**src/rtl/msi_line_controller.sv**
```systemverilog
// MSI snooping coherence controller for a direct-mapped cache of 2**INDEX_W lines.
// Define MSI_EXCLUSIVE_EN to add the E state (MESI) and the snoop_shared_in input.
module msi_line_controller #(
    parameter int INDEX_W = 2,
    parameter int TAG_W   = 4
) (
    input  logic                     clock,
    input  logic                     reset_n,
    input  logic                     cpu_valid,
    input  logic                     cpu_write,
    input  logic [INDEX_W-1:0]       cpu_index,
    input  logic [TAG_W-1:0]         cpu_tag,
    output logic                     cpu_ready,
    output logic                     cpu_done,
    output logic                     cpu_hit,
    output logic                     bus_read_miss,
    output logic                     bus_write_miss,
    output logic                     bus_invalidate,
    output logic                     bus_write_back,
    output logic [TAG_W+INDEX_W-1:0] bus_addr,
    input  logic                     bus_grant,
    input  logic [1:0]               snoop_op,
    input  logic [INDEX_W-1:0]       snoop_index,
    input  logic [TAG_W-1:0]         snoop_tag,
    output logic                     snoop_write_back,
    output logic                     snoop_abort_mem,
    output logic                     snoop_shared,
`ifdef MSI_EXCLUSIVE_EN
    input  logic                     snoop_shared_in,
`endif
    output logic [1:0]               line_state
);

    localparam int N = 2**INDEX_W;

    typedef enum logic [1:0] {ST_I = 2'b00, ST_S = 2'b01, ST_M = 2'b10, ST_E = 2'b11} line_t;
    typedef enum logic [2:0] {FSM_IDLE, FSM_WB, FSM_MISS, FSM_INV, FSM_DONE} fsm_t;

    localparam logic [1:0] SNP_NONE = 2'b00;
    localparam logic [1:0] SNP_READ = 2'b01;

    fsm_t               r_fsm, w_fsm_next;
    line_t              r_state [N];
    logic [TAG_W-1:0]   r_tag   [N];
    line_t              w_snp_state [N];

    logic               r_req_write;
    logic [INDEX_W-1:0] r_req_index;
    logic [TAG_W-1:0]   r_req_tag;
    logic               r_hit;
    logic               r_snoop_wb;
    logic               r_snoop_shared;

    logic               w_accept;
    logic               w_snoop_hit;
    line_t              w_lookup_state;
    logic               w_lookup_hit;
    line_t              w_cur_state;
    line_t              w_fill_state;
    logic               w_upd_en;
    logic [INDEX_W-1:0] w_upd_index;
    line_t              w_upd_state;
    logic               w_upd_tag_en;
    logic [TAG_W-1:0]   w_upd_tag;

    assign w_accept       = cpu_valid && cpu_ready;
    assign w_lookup_state = r_state[cpu_index];
    assign w_lookup_hit   = (w_lookup_state != ST_I) && (r_tag[cpu_index] == cpu_tag);
    assign w_snoop_hit    = (snoop_op != SNP_NONE) && (r_state[snoop_index] != ST_I)
                            && (r_tag[snoop_index] == snoop_tag);

    // Snooped traffic is resolved first; the FSM then sees the post-snoop line state.
    always_comb begin
        // NOTE: every combinational output gets a default first so no latch is inferred.
        for (int i = 0; i < N; i++) w_snp_state[i] = r_state[i];
        if (w_snoop_hit) w_snp_state[snoop_index] = (snoop_op == SNP_READ) ? ST_S : ST_I;
    end

    assign w_cur_state = w_snp_state[r_req_index];

`ifdef MSI_EXCLUSIVE_EN
    assign w_fill_state = r_req_write ? ST_M : (snoop_shared_in ? ST_S : ST_E);
`else
    assign w_fill_state = r_req_write ? ST_M : ST_S;
`endif

    always_ff @(posedge clock or negedge reset_n) begin
        if (!reset_n) begin
            r_fsm <= FSM_IDLE;
            r_hit <= 1'b0;
        end else begin
            // NOTE: sequential state uses non-blocking assignments so all registers update together.
            r_fsm <= w_fsm_next;
            if (r_fsm == FSM_IDLE) r_hit <= (w_fsm_next == FSM_DONE);
        end
    end

    always_comb begin
        w_fsm_next   = r_fsm;
        w_upd_en     = 1'b0;
        w_upd_index  = r_req_index;
        w_upd_state  = w_cur_state;
        w_upd_tag_en = 1'b0;
        w_upd_tag    = r_req_tag;
        case (r_fsm)
            FSM_IDLE: begin
                if (w_accept) begin
                    if (w_lookup_hit && !cpu_write) begin
                        w_fsm_next = FSM_DONE;
                    end else if (w_lookup_hit) begin
                        if (w_lookup_state == ST_S) begin
                            w_fsm_next = FSM_INV;
                        end else begin
                            w_fsm_next = FSM_DONE;
                            if (w_lookup_state == ST_E) begin
                                w_upd_en    = 1'b1;
                                w_upd_index = cpu_index;
                                w_upd_state = ST_M;
                            end
                        end
                    end else if (w_lookup_state == ST_M) begin
                        w_fsm_next = FSM_WB;
                    end else begin
                        w_fsm_next = FSM_MISS;
                    end
                end
            end
            FSM_WB: begin
                if (bus_grant) begin
                    w_upd_en    = 1'b1;
                    w_upd_state = ST_I;
                    w_fsm_next  = FSM_MISS;
                end else if (w_cur_state != ST_M) begin
                    w_fsm_next = FSM_MISS;
                end
            end
            FSM_INV: begin
                // A snoop that kills the shared copy turns the upgrade into a write miss.
                if (w_cur_state == ST_I) begin
                    w_fsm_next = FSM_MISS;
                end else if (bus_grant) begin
                    w_upd_en    = 1'b1;
                    w_upd_state = ST_M;
                    w_fsm_next  = FSM_DONE;
                end
            end
            FSM_MISS: begin
                if (bus_grant) begin
                    w_upd_en     = 1'b1;
                    w_upd_state  = w_fill_state;
                    w_upd_tag_en = 1'b1;
                    w_fsm_next   = FSM_DONE;
                end
            end
            FSM_DONE: w_fsm_next = FSM_IDLE;
            default:  w_fsm_next = FSM_IDLE;
        endcase
    end

    always_ff @(posedge clock or negedge reset_n) begin
        if (!reset_n) begin
            // NOTE: the line array is small and must start invalid, so it is reset like any register.
            for (int i = 0; i < N; i++) begin
                r_state[i] <= ST_I;
                r_tag[i]   <= '0;
            end
            r_req_write    <= 1'b0;
            r_req_index    <= '0;
            r_req_tag      <= '0;
            r_snoop_wb     <= 1'b0;
            r_snoop_shared <= 1'b0;
        end else begin
            for (int i = 0; i < N; i++) begin
                if (w_upd_en && (w_upd_index == INDEX_W'(i))) r_state[i] <= w_upd_state;
                else                                          r_state[i] <= w_snp_state[i];
                if (w_upd_tag_en && (w_upd_index == INDEX_W'(i))) r_tag[i] <= w_upd_tag;
            end
            if (w_accept) begin
                r_req_write <= cpu_write;
                r_req_index <= cpu_index;
                r_req_tag   <= cpu_tag;
            end
            r_snoop_wb     <= w_snoop_hit && (r_state[snoop_index] == ST_M);
            r_snoop_shared <= w_snoop_hit;
        end
    end

    always_comb begin
        cpu_ready      = (r_fsm == FSM_IDLE) && !((snoop_op != SNP_NONE) && (snoop_index == cpu_index));
        cpu_done       = (r_fsm == FSM_DONE);
        cpu_hit        = (r_fsm == FSM_DONE) && r_hit;
        bus_write_back = (r_fsm == FSM_WB) && (r_state[r_req_index] == ST_M);
        bus_read_miss  = (r_fsm == FSM_MISS) && !r_req_write;
        bus_write_miss = (r_fsm == FSM_MISS) && r_req_write;
        bus_invalidate = (r_fsm == FSM_INV);
        bus_addr       = '0;
        if (r_fsm == FSM_WB)
            bus_addr = {r_tag[r_req_index], r_req_index};
        else if ((r_fsm == FSM_MISS) || (r_fsm == FSM_INV))
            bus_addr = {r_req_tag, r_req_index};
        line_state     = r_state[cpu_index];
    end

    assign snoop_write_back = r_snoop_wb;
    assign snoop_abort_mem  = r_snoop_wb;
    assign snoop_shared     = r_snoop_shared;

endmodule
```
**config.mk**
```make
export PLATFORM = sky130hd
export DESIGN_NAME = msi_line_controller
export DESIGN_NICKNAME = d
export VERILOG_FILES = /design/src/rtl/msi_line_controller.sv
export SDC_FILE = /design/constraint.sdc
export NUM_CORES = 1
export LEC_CHECK = 0
export CAP_MARGIN = 20
export CORE_UTILIZATION = 62
export CTS_CLUSTER_DIAMETER = 120
export DETAILED_ROUTE_END_ITERATION = 10
export DONT_BUFFER_PORTS = 1
export PLACE_DENSITY_LB_ADDON = 0.2
export SLEW_MARGIN = 10
export SYNTH_ARGS = -nofsm -noshare
export SYNTH_HDL_FRONTEND = slang
export SYNTH_SLANG_ARGS = --single-unit
```
**constraint.sdc**
```tcl
create_clock -name clock -period 4.7 [get_ports clock]
set_input_delay 0.705 -clock clock [delete_from_list [all_inputs] [get_ports clock]]
set_output_delay 0.705 -clock clock [all_outputs]
set_load 0.005 [all_outputs]
```
Word level (Yosys, flattened, before mapping) --
Index checks and enable logic that the tools add are counted.
Cells by class: add/sub/neg operators 0, multipliers 0, divide/modulo/power cells 0, $lt $le $gt $ge 4, equal/unequal tests 18, shifts and indexed selects 0, muxes and demuxes 68, bitwise operators 3, reduce and logical (&&, ||, !) cells 32
Operators by type and width (number):
- two-way mux 2 bit | 30
- binary-select mux 4 bit (select 2 bit) | 3
- two-way mux 3 bit | 8
- two-way mux 4 bit | 6
- logical AND 1 bit | 21
- binary-select mux 2 bit (select 2 bit) | 4
- == test 2 bit (second input constant) | 6
- two-way mux 6 bit | 2
- one-hot mux 3 bit (4 select lines) | 1
- >= comparator 3 bit (second input constant) | 3
- two-way mux 1 bit | 9
- inverter 2 -> 3 bit | 3
- bitwise mux 8 bit | 1
- == test 4 bit | 2
- two-way mux 8 bit | 1
- one-hot mux 2 bit (4 select lines) | 1
- == test 2 x 1 -> 1 bit (second input constant) | 3
- == test 3 x 2 -> 1 bit (second input constant) | 2
- == test 3 bit (second input constant) | 2
- nonzero test 2 bit | 3
- demux 2 bit (select 2 bit) | 1
- zero test 2 bit | 2
- == test 3 x 1 -> 1 bit (second input constant) | 1
- zero test 1 bit | 3
- other kinds (7) | 7
Storage, ports and cells: register bits after elaboration 37, latch bits 0, RAM bits 0, ROM bits 0, logic and storage cells 140, memories 0

Longest topological paths before layout --
depth after elaboration 18, gate-level depth with buffers 10, depth with buffers taken out 8

Least setup slack after synthesis --
OpenSTA, ideal clock, no wires.
kind in2reg, start point in snoop_index[1], end point reg r_fsm[1], setup time 126 ps, data arrival time 2803 ps, path slack 1771 ps, stages on the path 10, path buffers 2, cell sequence buf_4 buf_6 mux2i_1 mux2i_1 nand4_2 or2_4 o311ai_4 a21oi_2 a21o_1 a221o_1
On the way: word-level cells in the longest chain between the ends 15
Ends and longest elaborated chain:
- start, declared | RTL line 23 | input logic [INDEX_W-1:0] snoop_index,
- branches (longest 14 deep; another with >= comparator 3 bit)
- one-hot mux 3 bit (4 select lines) (*) | RTL line 105 | case (r_fsm)
- net w_fsm_next[1] | RTL line 42 | fsm_t r_fsm, w_fsm_next;
- end signal, assigned | RTL line 93 | r_fsm <= w_fsm_next;
- end, declared | RTL line 42
Mark *: on every way through the listed nets, which the timed path passes. The select of a mux whose other input is x is not followed. A chain may end at the register's enable or synchronous reset.

Final worst setup path --
start point reg r_fsm[0], end point reg r_tag[7] in the netlist's numbering
On the way: word-level cells in the longest chain between the ends 7
Ends and longest elaborated chain:
- zero test 3 bit | RTL line 105, 189
- logical AND 1 bit | RTL line 189 | cpu_ready = (r_fsm == FSM_IDLE) && !((snoop_op != SNP_NONE) && (snoop_index == cpu_index));
- logical AND 1 bit | RTL line 66 | assign w_accept = cpu_valid && cpu_ready;
- two-way mux 2 bit | RTL line 107 | if (w_accept) begin
- two-way mux 2 bit | RTL line 105
- == test 2 bit | RTL line 176 | if (w_upd_tag_en && (w_upd_index == INDEX_W'(i))) r_tag[i] <= w_upd_tag;
- logical AND 1 bit (*) | RTL line 176
- end signal, assigned by index | RTL line 176
- end, declared | RTL line 44 | logic [TAG_W-1:0] r_tag [N];
Mark *: on every way between the ends. The rest lies on a longest branch, timed or not.

==> results.sh <==
export IMPL_final_setup_skew_ps=7.81
export IMPL_grt_max_degree=38
export IMPL_clock_sinks=37
export IMPL_vias=2194
export IMPL_core_area_um2=4410
export IMPL_wl_um=6840
export IMPL_cp_depth=7
export IMPL_worst_path_max_fanout=12
export IMPL_r2r_end="r_tag[7]"
export IMPL_setup_viol=0
export IMPL_synth_largest_area_cell="dfrtp_1"
export IMPL_reg2reg_slack_ps=1680
export IMPL_first_pass_iters=4
export IMPL_dp_cells=316
export IMPL_tightest_slew_ps=695
export IMPL_required_ps=4880
export IMPL_clk_latency_ps=290
export IMPL_status="completed"
export IMPL_yosysMostFrequentCell="dfrtp_1"
export IMPL_path_buf_inv=0
export IMPL_gp_congestion=0.926
export IMPL_cts_buffers_inserted=5
export IMPL_placementRows=24
export IMPL_cap_violations=0
export IMPL_grt_overflow_total=0
export IMPL_worst_slack_ps=1680
export IMPL_yosys_warnings=0
export IMPL_tns_ps=0
export IMPL_drive_above_1_share=0.221
export IMPL_synthArstFlopShare=1.00
export IMPL_antenna_found_initial=0
export IMPL_leakage_nw=1.23
export IMPL_critical_path_top_delay_family="simple AND/OR/NAND/NOR gates"
export IMPL_syn_to_final_growth_pct=3.92
export IMPL_seq_area_frac_synth=0.322
export IMPL_ant_nets=0
export IMPL_r2r_start="r_fsm[0]"
export IMPL_postCtsHoldBufs=0
export IMPL_synthTopCellsByCount="dfrtp_1 (37), nand2_1 (30), mux2_2 (27)"
export IMPL_crit_path_end="r_tag[7]"
export IMPL_finalPower_mw=1.88
export IMPL_synth_nets=296
export IMPL_root_buffer="clkbuf_8"
export IMPL_die_x_um=70.1
export IMPL_max_stage_delay_ps=540
export IMPL_reg2regPathDepth=7
export IMPL_vias_per_cell=6.77
export IMPL_cts_resized=0
export IMPL_place_detailed_hpwl_um=4970
export IMPL_synthTopCellsByArea="dfrtp_1 (32%), mux2_2 (11%), mux4_2 (9.4%)"
export IMPL_synth_edff_count=0
export IMPL_ir_drop_v=0.000394
export IMPL_die_area_um2=4910
export IMPL_nFillCells=334
export IMPL_final_util=0.677
export IMPL_diodes=0
export IMPL_crit_path_start_kind="register"
export IMPL_crit_start="r_fsm[0]"
export IMPL_path_cells="or3_1 -> a311o_1 -> nor2_1 -> and4bb_1 -> mux2_2 -> nand2_1 -> mux2_2"
export IMPL_finalCritPeriodShare=0.642
export IMPL_crit_arrival_ps=3190
export IMPL_start_util=0.651
export IMPL_avgSynthCellArea_um2=10.4
export IMPL_synth_cell_area_um2=2870
export IMPL_portBuffers=0
export IMPL_routedWlPerCell_um=21.1
export IMPL_min_period_ps=3020
export IMPL_fin_area_um2=2990
export IMPL_post_place_ws_ps=1560
export IMPL_synth_distinct_cells=62
export IMPL_yosysTopAreaCellShare=0.322
export IMPL_p_per_area_nw_per_um2=630
export IMPL_synth_seq_cells=37
export IMPL_nets=290
export IMPL_postPlaceCellArea_um2=2870
export IMPL_rsz0062_at_grt="no"
export IMPL_netlist_instances=277
export IMPL_grt_pass1_wl_um=11400
export IMPL_io_pins=37
export IMPL_die_h_um=70.1
export IMPL_slew_viol_final=0
export IMPL_drc=0
export IMPL_end_kind="register"
export IMPL_hold_ws_ps=97.4
export IMPL_synth_main_ff_cell="dfrtp_1"
export IMPL_grtUsageTotal=0.306
export IMPL_path_clk_slew_ps=80
export IMPL_slowest_stage="a311o_1"
export IMPL_max_freq_mhz=332
export IMPL_holdCritPathClass="input port to asynchronous set/reset pin"
export IMPL_h_tree_depth=2
export IMPL_final_instance_count_excl_fill=324
export IMPL_clockBufferDepth=2
export IMPL_drt_iter0_drc=209
export IMPL_hold_viol=0
export IMPL_grt_pass1_vias=2226
export IMPL_slew_headroom=0.536
export IMPL_cts_tree="built"
export IMPL_post_cts_buffers=0
export IMPL_path_common_cell="mux2_2"
export IMPL_crit_type="register to register"
## area by class of cell
class / instances / area [um^2] / share of cell area
Clock buffer: 7 / 86.3 / 0.0289
Clock inverter: 1 / 30.0 / 0.0101
Timing Repair Buffer: 1 / 7.51 / 0.00251
Inverter: 8 / 30.0 / 0.0101
Tap cell: 52 / 65.1 / 0.0218
Sequential cell: 37 / 926 / 0.310
Multi-Input combinational cell: 218 / 1840 / 0.617
## layer usage
metal	GRT usage	wire [um]	share of wire
met1	0.407	2870	0.42
met2	0.488	3360	0.49
met3	0.0794	511	0.075
met4	0.107	98	0.014
met5	0	0	0
## worst reg2reg max path, stage by stage (launching register included)
cell	delay (ps)
dfrtp_1	490
or3_1	440
a311o_1	540
nor2_1	150
and4bb_1	360
mux2_2	380
nand2_1	180
mux2_2	360
## registers in the layout (all words and copies together), names as in the netlist
name and count:
r_req_tag 4, snoop_abort_mem 1, r_req_write 1, snoop_shared 1, r_tag 16, r_req_index 2
r_hit 1, r_fsm 3, r_state 8
## worst min-delay path by stage
stage / to / slack (ps) / cells past startpoint
2_1_floorplan: r_fsm[0] / 410 / 0
4_1_cts: r_hit / 90 / 0
3_3_place_gp: r_state[5] / 410 / 0
3_5_place_dp: r_state[5] / 410 / 0
6_report: r_hit / 100 / 0
5_1_grt: r_hit / 80 / 0
## where the power goes
part	switching, mW	leakage, nW	internal (mW)
Combinational	0.439	0.705	0.467
Clock	0.116	0.0585	0.173
Sequential	0.230	0.465	0.456
Total	0.785	1.23	1.10
## kinds of logic (layout without fill, tap and decap cells)
| group | count (synthesis) | in the layout | synth area share |
|---|---|---|---|
| DFF | 37 | 37 | 0.322 |
| buffers and inverters | 22 | 17 | 0.0370 |
| AOI/OAI and AO/OA | 41 | 41 | 0.118 |
| muxes | 61 | 61 | 0.283 |
| xor gates and xnor gates | 18 | 18 | 0.0614 |
| and+or+nand+nor | 98 | 98 | 0.179 |
## cells in the final DEF, fill, tap and decap left out, types with 2 or more instances in the layout
master / instances
dfrtp_1: 37
nand2_1: 30
mux2_2: 27
nor2_1: 23
mux2i_1: 20
mux4_2: 12
xnor2_1: 10
inv_1: 8
xor2_1: 7
clkbuf_8: 6
nor3b_1: 5
or2_2: 4
nor2b_1: 4
and2_1: 4
nand2b_1: 4
nand3b_1: 4
a21oi_1: 4
o21ai_0: 4
a22o_1: 4
o211ai_1: 3
nand3_1: 3
nor3_1: 3
or3_1: 2
nand4_1: 2
o2111ai_1: 2
a32oi_1: 2
a21o_1: 2
a211oi_1: 2
Power figures use the tool's default switching activity.
